<file path="src/rtl/multicycle_pkg.sv">
// Shared definitions for the multicycle control unit: state codes, opcode
// constants, ALUOp encodings, the default memory wait limit and the
// instruction legality check.
// Optional feature macro: MULTICYCLE_CONTROL_BNE_EN (accept BNE, Funct3=001).
package multicycle_pkg;

  typedef logic [2:0] state_t;

  localparam state_t ST_FETCH  = 3'd0;
  localparam state_t ST_DECODE = 3'd1;
  localparam state_t ST_EXEC   = 3'd2;
  localparam state_t ST_MEM    = 3'd3;
  localparam state_t ST_WB     = 3'd4;
  localparam state_t ST_TRAP   = 3'd5;

  localparam logic [6:0] OP_R   = 7'b0110011;
  localparam logic [6:0] OP_I   = 7'b0010011;
  localparam logic [6:0] OP_LD  = 7'b0000011;
  localparam logic [6:0] OP_SD  = 7'b0100011;
  localparam logic [6:0] OP_BR  = 7'b1100011;

  localparam logic [2:0] F3_BEQ = 3'b000;
  localparam logic [2:0] F3_BNE = 3'b001;

  typedef enum logic [1:0] {
    ALU_ADD   = 2'b00,
    ALU_SUB   = 2'b01,
    ALU_FUNCT = 2'b10
  } alu_op_e;

  localparam int WAIT_LIMIT_DEFAULT = 15;

  // True when the opcode/funct3 pair is an instruction this unit executes.
  function automatic logic is_legal(input logic [6:0] op, input logic [2:0] f3);
    logic ok;
    ok = 1'b0;
    case (op)
      OP_R, OP_I, OP_LD, OP_SD: ok = 1'b1;
`ifdef MULTICYCLE_CONTROL_BNE_EN
      OP_BR: ok = (f3 == F3_BEQ) || (f3 == F3_BNE);
`else
      OP_BR: ok = (f3 == F3_BEQ);
`endif
      default: ok = 1'b0;
    endcase
    return ok;
  endfunction

endpackage

</file>
<file path="src/rtl/mem_wait_timer.sv">
// Counts consecutive memory wait cycles. The counter is cleared whenever the
// FSM changes state; limit_hit flags the wait cycle that reaches LIMIT.
module mem_wait_timer #(
  parameter int LIMIT = 15
) (
  input  logic clk,
  input  logic reset_n,
  input  logic clr,
  input  logic cnt_en,
  output logic limit_hit
);

  localparam logic [7:0] LAST = 8'(LIMIT - 1);

  logic [7:0] count_reg;
  logic [7:0] count_next;

  // Clear has priority; otherwise count each stalled cycle.
  always_comb begin
    count_next = count_reg;
    if (clr) begin
      count_next = '0;
    end else if (cnt_en) begin
      count_next = count_reg + 8'd1;
    end
  end

  // Counter register.
  always_ff @(posedge clk or negedge reset_n) begin
    if (!reset_n) begin
      count_reg <= '0;
    end else begin
      count_reg <= count_next;
    end
  end

  // This stalled cycle is the LIMIT-th one in a row.
  assign limit_hit = cnt_en && (count_reg == LAST);

endmodule

</file>
<file path="src/rtl/multicycle_control.sv">
// Multicycle control FSM: FETCH -> DECODE -> EXEC -> (MEM) -> (WB), with a
// sticky TRAP state for illegal instructions and memory wait timeouts.
// Optional feature macro: MULTICYCLE_CONTROL_BNE_EN (BNE taken when Zero=0).
module multicycle_control
  import multicycle_pkg::*;
#(
  parameter int WAIT_LIMIT = WAIT_LIMIT_DEFAULT
) (
  input  logic       clk,
  input  logic       reset_n,
  input  logic [6:0] Opcode,
  input  logic [2:0] Funct3,
  input  logic       Zero,
  input  logic       MemReady,
  output logic       IRWrite,
  output logic       PCWrite,
  output logic       MemRead,
  output logic       MemWrite,
  output logic       RegWrite,
  output logic       MemtoReg,
  output logic       Branch,
  output logic       ALUSrc,
  output logic [1:0] ALUOp,
  output logic       IllegalInstr,
  output logic       BusError,
  output logic [2:0] State
);

  state_t     state_reg;
  state_t     state_next;
  logic [6:0] opcode_reg;
  logic [2:0] funct3_reg;
  logic       illegal_reg;
  logic       bus_error_reg;
  logic       decode_legal;
  logic       wait_en;
  logic       wait_clr;
  logic       wait_limit_hit;
  logic       branch_taken;
  alu_op_e    alu_op;

  assign decode_legal = is_legal(Opcode, Funct3);
  assign wait_en      = ((state_reg == ST_FETCH) || (state_reg == ST_MEM)) && !MemReady;
  assign wait_clr     = (state_next != state_reg);

  mem_wait_timer #(
    .LIMIT(WAIT_LIMIT)
  ) u_wait_timer (
    .clk      (clk),
    .reset_n  (reset_n),
    .clr      (wait_clr),
    .cnt_en   (wait_en),
    .limit_hit(wait_limit_hit)
  );

  // Branch resolution from the latched funct3 and the live zero flag.
  always_comb begin
    branch_taken = 1'b0;
    if (funct3_reg == F3_BEQ) begin
      branch_taken = Zero;
    end
`ifdef MULTICYCLE_CONTROL_BNE_EN
    else if (funct3_reg == F3_BNE) begin
      branch_taken = !Zero;
    end
`endif
  end

  // Next-state logic.
  always_comb begin
    state_next = state_reg;
    case (state_reg)
      ST_FETCH: begin
        if (MemReady)            state_next = ST_DECODE;
        else if (wait_limit_hit) state_next = ST_TRAP;
      end
      ST_DECODE: state_next = decode_legal ? ST_EXEC : ST_TRAP;
      ST_EXEC: begin
        case (opcode_reg)
          OP_R, OP_I:   state_next = ST_WB;
          OP_LD, OP_SD: state_next = ST_MEM;
          OP_BR:        state_next = ST_FETCH;
          default:      state_next = ST_TRAP;
        endcase
      end
      ST_MEM: begin
        if (MemReady)            state_next = (opcode_reg == OP_LD) ? ST_WB : ST_FETCH;
        else if (wait_limit_hit) state_next = ST_TRAP;
      end
      ST_WB:   state_next = ST_FETCH;
      ST_TRAP: state_next = ST_TRAP;
      default: state_next = ST_TRAP;
    endcase
  end

  // State register; the instruction fields are captured as DECODE is left.
  always_ff @(posedge clk or negedge reset_n) begin
    if (!reset_n) begin
      state_reg  <= ST_FETCH;
      opcode_reg <= '0;
      funct3_reg <= '0;
    end else begin
      state_reg <= state_next;
      if (state_reg == ST_DECODE) begin
        opcode_reg <= Opcode;
        funct3_reg <= Funct3;
      end
    end
  end

  // Sticky trap causes, cleared only by reset.
  always_ff @(posedge clk or negedge reset_n) begin
    if (!reset_n) begin
      illegal_reg   <= 1'b0;
      bus_error_reg <= 1'b0;
    end else begin
      if ((state_reg == ST_DECODE) && !decode_legal) illegal_reg <= 1'b1;
      if (wait_limit_hit)                            bus_error_reg <= 1'b1;
    end
  end

  // Datapath controls decoded from the state and latched opcode. IRWrite and
  // PCWrite are masked while reset is held so no write strobes leak out.
  always_comb begin
    IRWrite  = 1'b0;
    PCWrite  = 1'b0;
    MemRead  = 1'b0;
    MemWrite = 1'b0;
    RegWrite = 1'b0;
    MemtoReg = 1'b0;
    Branch   = 1'b0;
    ALUSrc   = 1'b0;
    alu_op   = ALU_ADD;
    case (state_reg)
      ST_FETCH: begin
        MemRead = 1'b1;
        IRWrite = MemReady && reset_n;
        PCWrite = MemReady && reset_n;
      end
      ST_EXEC: begin
        case (opcode_reg)
          OP_R: alu_op = ALU_FUNCT;
          OP_I: begin
            ALUSrc = 1'b1;
            alu_op = ALU_FUNCT;
          end
          OP_LD, OP_SD: ALUSrc = 1'b1;
          OP_BR: begin
            alu_op  = ALU_SUB;
            Branch  = 1'b1;
            PCWrite = branch_taken;
          end
          default: ;
        endcase
      end
      ST_MEM: begin
        MemRead  = (opcode_reg == OP_LD);
        MemWrite = (opcode_reg == OP_SD);
      end
      ST_WB: begin
        RegWrite = 1'b1;
        MemtoReg = (opcode_reg == OP_LD);
      end
      default: ;
    endcase
  end

  assign ALUOp        = alu_op;
  assign IllegalInstr = illegal_reg;
  assign BusError     = bus_error_reg;
  assign State        = state_reg;

endmodule

</file>
<file path="config.mk">
export PLATFORM = sky130hd
export DESIGN_NAME = multicycle_control
export DESIGN_NICKNAME = d
export VERILOG_FILES = /design/src/rtl/multicycle_pkg.sv /design/src/rtl/mem_wait_timer.sv /design/src/rtl/multicycle_control.sv
export SDC_FILE = /design/constraint.sdc
export NUM_CORES = 1
export LEC_CHECK = 0
export ABC_AREA = 1
export CAP_MARGIN = 0
export CELL_PAD_IN_SITES_DETAIL_PLACEMENT = 0
export CELL_PAD_IN_SITES_GLOBAL_PLACEMENT = 1
export CORE_MARGIN = 2
export CORE_UTILIZATION = 25
export CTS_CLUSTER_SIZE = 20
export DETAILED_ROUTE_END_ITERATION = 8
export GPL_TIMING_DRIVEN = 1
export PLACE_DENSITY_LB_ADDON = 0.1
export SLEW_MARGIN = 20
export SYNTH_ARGS = -nofsm -noshare
export SYNTH_HDL_FRONTEND = slang
export SYNTH_SLANG_ARGS = --single-unit
</file>
<file path="constraint.sdc">
create_clock -name clk -period 2.1 [get_ports clk]
set_input_delay 0.42 -clock clk [delete_from_list [all_inputs] [get_ports clk]]
set_output_delay 0.42 -clock clk [all_outputs]
set_load 0.02 [all_outputs]
</file>
* Yosys cells after proc, flatten, opt, wreduce, memory -nomap -nowiden
Cells that the tools add are included.
** Storage, ports and cells
- Flip-flop bits (word level) :: 23
- Output and inout port bits :: 15
- Logic and storage cells :: 62
** Operators by class
- Add/subtract/negate cells :: 1
- Eq/ne operators :: 16
- Multiplexer cells :: 24
- Reduce and logical (&&, ||, !) cells :: 15
** Operators with widths (number)
- $eq 7x6->1 const B :: 4
- $mux 8 :: 2
- $mux 3 :: 5
- $pmux 3 s5 :: 1
- $eq 7x2->1 const B :: 2
- $eq 7x5->1 const B :: 2
- $eq 7x7->1 const B :: 2
- $mux 1 :: 10
- $logic_not 3->1 :: 3
- $pmux 3 s3 :: 1
- $add 8x1->8 const B :: 1
- $eq 8x4->1 const B :: 1
- $eq 3x2->1 const B :: 2
- $pmux 1 s2 :: 3
- $logic_and 1x1->1 :: 4
- $pmux 2 s2 :: 1
- $reduce_or 2->1 :: 2
- $reduce_or 4->1 :: 1
- $eq 3x1->1 const B :: 1
- $eq 3x3->1 const B :: 1
- $ne 3x3->1 :: 1
- $reduce_or 3->1 :: 1
- $logic_not 1->1 :: 2
- $mux 2 :: 1
- other kinds (2) :: 2

* Logic depth before layout (Yosys ltp)
- Depth in word-level cells :: 9
- Mapped depth :: 13

* Cells and area by module
From an unflattened synthesis, not the netlist that was laid out.
** Second synthesis, totals
- Cells, all modules :: 188
- Area total of the unflattened synthesis :: 1353.8 µm²
** By module, submodules not included
- multicycle_control :: instances 1, cells each 127, area each 884.6 µm², sequential area each 375.4 µm²
- mem_wait_timer :: instances 1, cells each 61, area each 469.2 µm², sequential area each 200.2 µm²

* Worst setup path before layout
No wires, ideal clock.
- Path type :: flip-flop to output port
- Start :: register opcode_reg[4]
- End :: output PCWrite
- Arrival :: 2.136 ns
- Required time :: 1.680 ns
- Setup slack :: -0.456 ns
- Stages on the path, launching flop included :: 8
- Buffers on the path :: 0
- Path through :: dfrtp_1 inv_2 nand2_1 nor2_1 nand2_1 nor4_1 nand3_1 o21ai_0
** Between the ends
- Word-level cells in the longest chain between the ends :: 3
** RTL lines
- start, declared :: line multicycle_control.sv:31 : logic [6:0] opcode_reg;
- start signal, assigned :: line multicycle_control.sv:105 : opcode_reg <= Opcode;
- $eq 7x7->1 :: line multicycle_control.sv:141 : case (opcode_reg)
- $mux 1 :: line multicycle_control.sv:141
- $pmux 1 s2 :: line multicycle_control.sv:134 : case (state_reg)
- end, declared :: line multicycle_control.sv:16 : output logic PCWrite,
Every way passes these cells.

* Worst setup path in the final report
Ends and elaborated chain as after synthesis.

==> results.json <==
{
  "netSwitchingFraction_pct": 23.1,
  "synth_compound_area_share_pct": 5.33,
  "synth_ff_type": "dfrtp_1",
  "grt_overflow": 0,
  "preCtsSetupSlack_ns": -0.229,
  "grt_antenna_before_repair": 0,
  "remaining_drc_errors": 0,
  "area_growth_syn_to_layout_pct": 40.5,
  "crit_path_start_kind": "register",
  "numCtsBuffers": 3,
  "internal_power_mw": 0.604,
  "finalCriticalPeriod_ns": 2.02,
  "path_clk_slew_ns": 0.10,
  "syn-num-nets": 202,
  "finalNonFillerCells": 308,
  "grt_setup_unrepaired": "true",
  "ys_warn_count": 0,
  "die_h_um": 79.1,
  "via_per_inst": 4.23,
  "floorplan.initialDensity_pct": 25.7,
  "cts_sinks": 23,
  "worstPathMaxFanout": 4,
  "finClkSkew_ns": 0.00903,
  "grt_pass1_wl_um": 6110,
  "worstMarginPinSlew_ns": 0.331,
  "avgRoutedWirePerCell_um": 11.8,
  "antenna_cells": 0,
  "endpoint_kind": "output pin",
  "path_class": "reg2out",
  "crit_arrival_ns": 1.60,
  "synthMuxAreaShare_pct": 0,
  "dieWidth_um": 79.1,
  "synthCells": 186,
  "slew_violations": 0,
  "syn_area_um2": 1410,
  "ant_nets": 0,
  "die-area_um2": 6250,
  "vdd_drop_max_uv": 191,
  "wl_um": 3640,
  "gp_congestion": 0.764,
  "synth_top_area_cell": "dfrtp_1",
  "h-tree-depth": 1,
  "synth_edf_count": 0,
  "p_per_area_nw_per_um2": 397,
  "drt_iter0_drc": 28,
  "drive_gt1_share_pct": 31.4,
  "synth.distinct_cells": 29,
  "grt_max_degree": 24,
  "dpl.cell_count": 303,
  "yosysTopAreaCellShare_pct": 40.9,
  "largest_reg_flops": 8,
  "clock_path_buffers": 2,
  "setup_viol": 0,
  "core.rowCount": 27,
  "crit_required_ns": 1.68,
  "hold_path.class": "reg2reg",
  "synth_xor_area_share_pct": 4.35,
  "power_frac_comb_pct": 6.1,
  "synth_fa_ha_area_share_pct": 1.78,
  "synth-seq-cells": 23,
  "synth_seq_area_share_pct": 40.9,
  "fmax_mhz": 495,
  "status": "completed",
  "io_pins": 29,
  "ys_async_sr_fraction_pct": 100,
  "synth_top_family_by_area": "simple AND/OR/NAND/NOR gates",
  "power.share.clock_pct": 37.5,
  "power.share.sequential_pct": 56.4,
  "root_buffer": "clkbuf_8",
  "cts_tree": "yes",
  "relSlewSlack_pct": 78.0,
  "hpwl_um": 2840,
  "leakage_nw": 0.941,
  "port-buffer-count": 28,
  "final_hold_viol_count": 0,
  "final_nets": 253,
  "holdWs_ns": 0.467,
  "p_switching_mw": 0.182,
  "avgSynthCellArea_um2": 7.57,
  "grt_pass1_vias": 1330,
  "synth-simple-area-share_pct": 38.8,
  "fin_ws_ns": 0.0811,
  "insertion_delay_ns": 0.27,
  "ys_top_cells_by_area": "dfrtp_1 (41%), nand2_1 (12%), nor2_1 (5.9%), inv_1 (5.6%), nand3_1 (4.6%)",
  "core_um2": 5470,
  "vias": 1304,
  "max-cap-violations": 0,
  "post-route-period-util_pct": 96.1,
  "grtUsageTotal_pct": 12.4,
  "first_pass_iters": 4
}
## cell type report
class	instances	area, um^2
clock buffers	3	41.3
fillers	599	3490
well taps	72	90.1
inverters	26	97.6
flip-flops and latches	23	577
multi-input cells	133	749
repair buffers	50	417
clock inverters	1	7.51
## repair_timing
action / 4_1_cts / 5_1_grt
gates resized for setup: 25 / 19
hold endpoints to repair: 0 / 0
endpoints found under the setup margin: 10 / 9
gates cloned: 0 / 0
pin swaps: 0 / 1
buffers inserted: 0 / 1
hold buffers: 0 / 0
## routing by layer
layer  wire length (um)  global-route usage (%)  up-vias  part of all wire, %
li1                   -                       -      680                    -
met1               1640                    15.4      602                   45
met2               1850                    22.0       18                   51
met3                116                    2.61        4                  3.2
met4                 33                    3.10        0                 0.91
met5                  0                       0        -                    0
## power by group through the flow
stage	clock, mW	sequential, mW	combinational [mW]
after floorplan	0	0.452	0.00497
after global placement	0	0.452	0.0481
after detailed placement	0	0.452	0.0491
after CTS	0.306	0.443	0.0492
after global routing	0.322	0.443	0.0534
final	0.295	0.443	0.0480
## cells by family (layout without fill, tap and decap cells)
family,after synthesis,after routing
and+or+nand+nor,111,111
buffers and inverters,30,80
DFF,23,23
AOI/OAI and AO/OA,13,13
xor gates and xnor gates,7,7
adders and majority gates,2,2
## worst max-delay path: stages, from the launching register on
cell and delay (ns):
dfrtp_1 0.44, inv_2 0.09, nand2_2 0.06, nor2_2 0.09
nand2_2 0.09, nor4_4 0.17, nand3_1 0.12, o21ai_2 0.15
buf_6 0.13
## Yosys cell counts, types with 3 or more instances
cell type and instances:
nor2_1 22, inv_1 21, dfrtp_1 23, nand3_1 13, nand3_2 3, xor2_1 5
nor2_2 10, nand2_2 4, nand2_1 46, o21ai_0 9, nand4_1 3, inv_2 5
## per-stage QoR
stage	area, um^2	utilization, %	TNS [ns]	power [mW]
4_1_cts	1970	36.1	0	0.799
2_1_floorplan	1420	-	0	0.457
3_5_place_dp	1920	35.2	-1.06	0.501
5_1_grt	1980	36.2	-0.0413	0.818
6_report	1980	36.2	0	0.786
3_3_place_gp	1920	35.2	-1.28	0.500
## final timing paths
path                          startpoint  cells past startpoint  slack (ns)                        end
setup / recovery           opcode_reg[4]                      8        0.08                    PCWrite
setup reg to reg                State[0]                     11        0.27  u_wait_timer.count_reg[1]
hold reg to reg                 BusError                      2        0.47                   BusError
hold / removal                  BusError                      2        0.47                   BusError
max in group asynchronous        reset_n                      2        1.19                   State[0]
min in group asynchronous        reset_n                      2        0.63  u_wait_timer.count_reg[7]
## placed cells by master (no fill, tap or decap), types with 3 or more instances in the layout
cell type / Yosys / final
nor2_2: 10 / 13
nand3_1: 13 / 13
inv_2: 5 / 6
clkdlybuf4s50_1: 0 / 18
nor2_1: 22 / 18
nand2_1: 46 / 43
xor2_1: 5 / 5
dfrtp_1: 23 / 22
nand2_2: 4 / 7
nand4_1: 3 / 3
clkbuf_2: 0 / 4
nand3_2: 3 / 3
o21ai_0: 9 / 8
buf_4: 1 / 22
inv_1: 21 / 20
clkbuf_8: 0 / 3
Power figures use the tool's default switching activity.
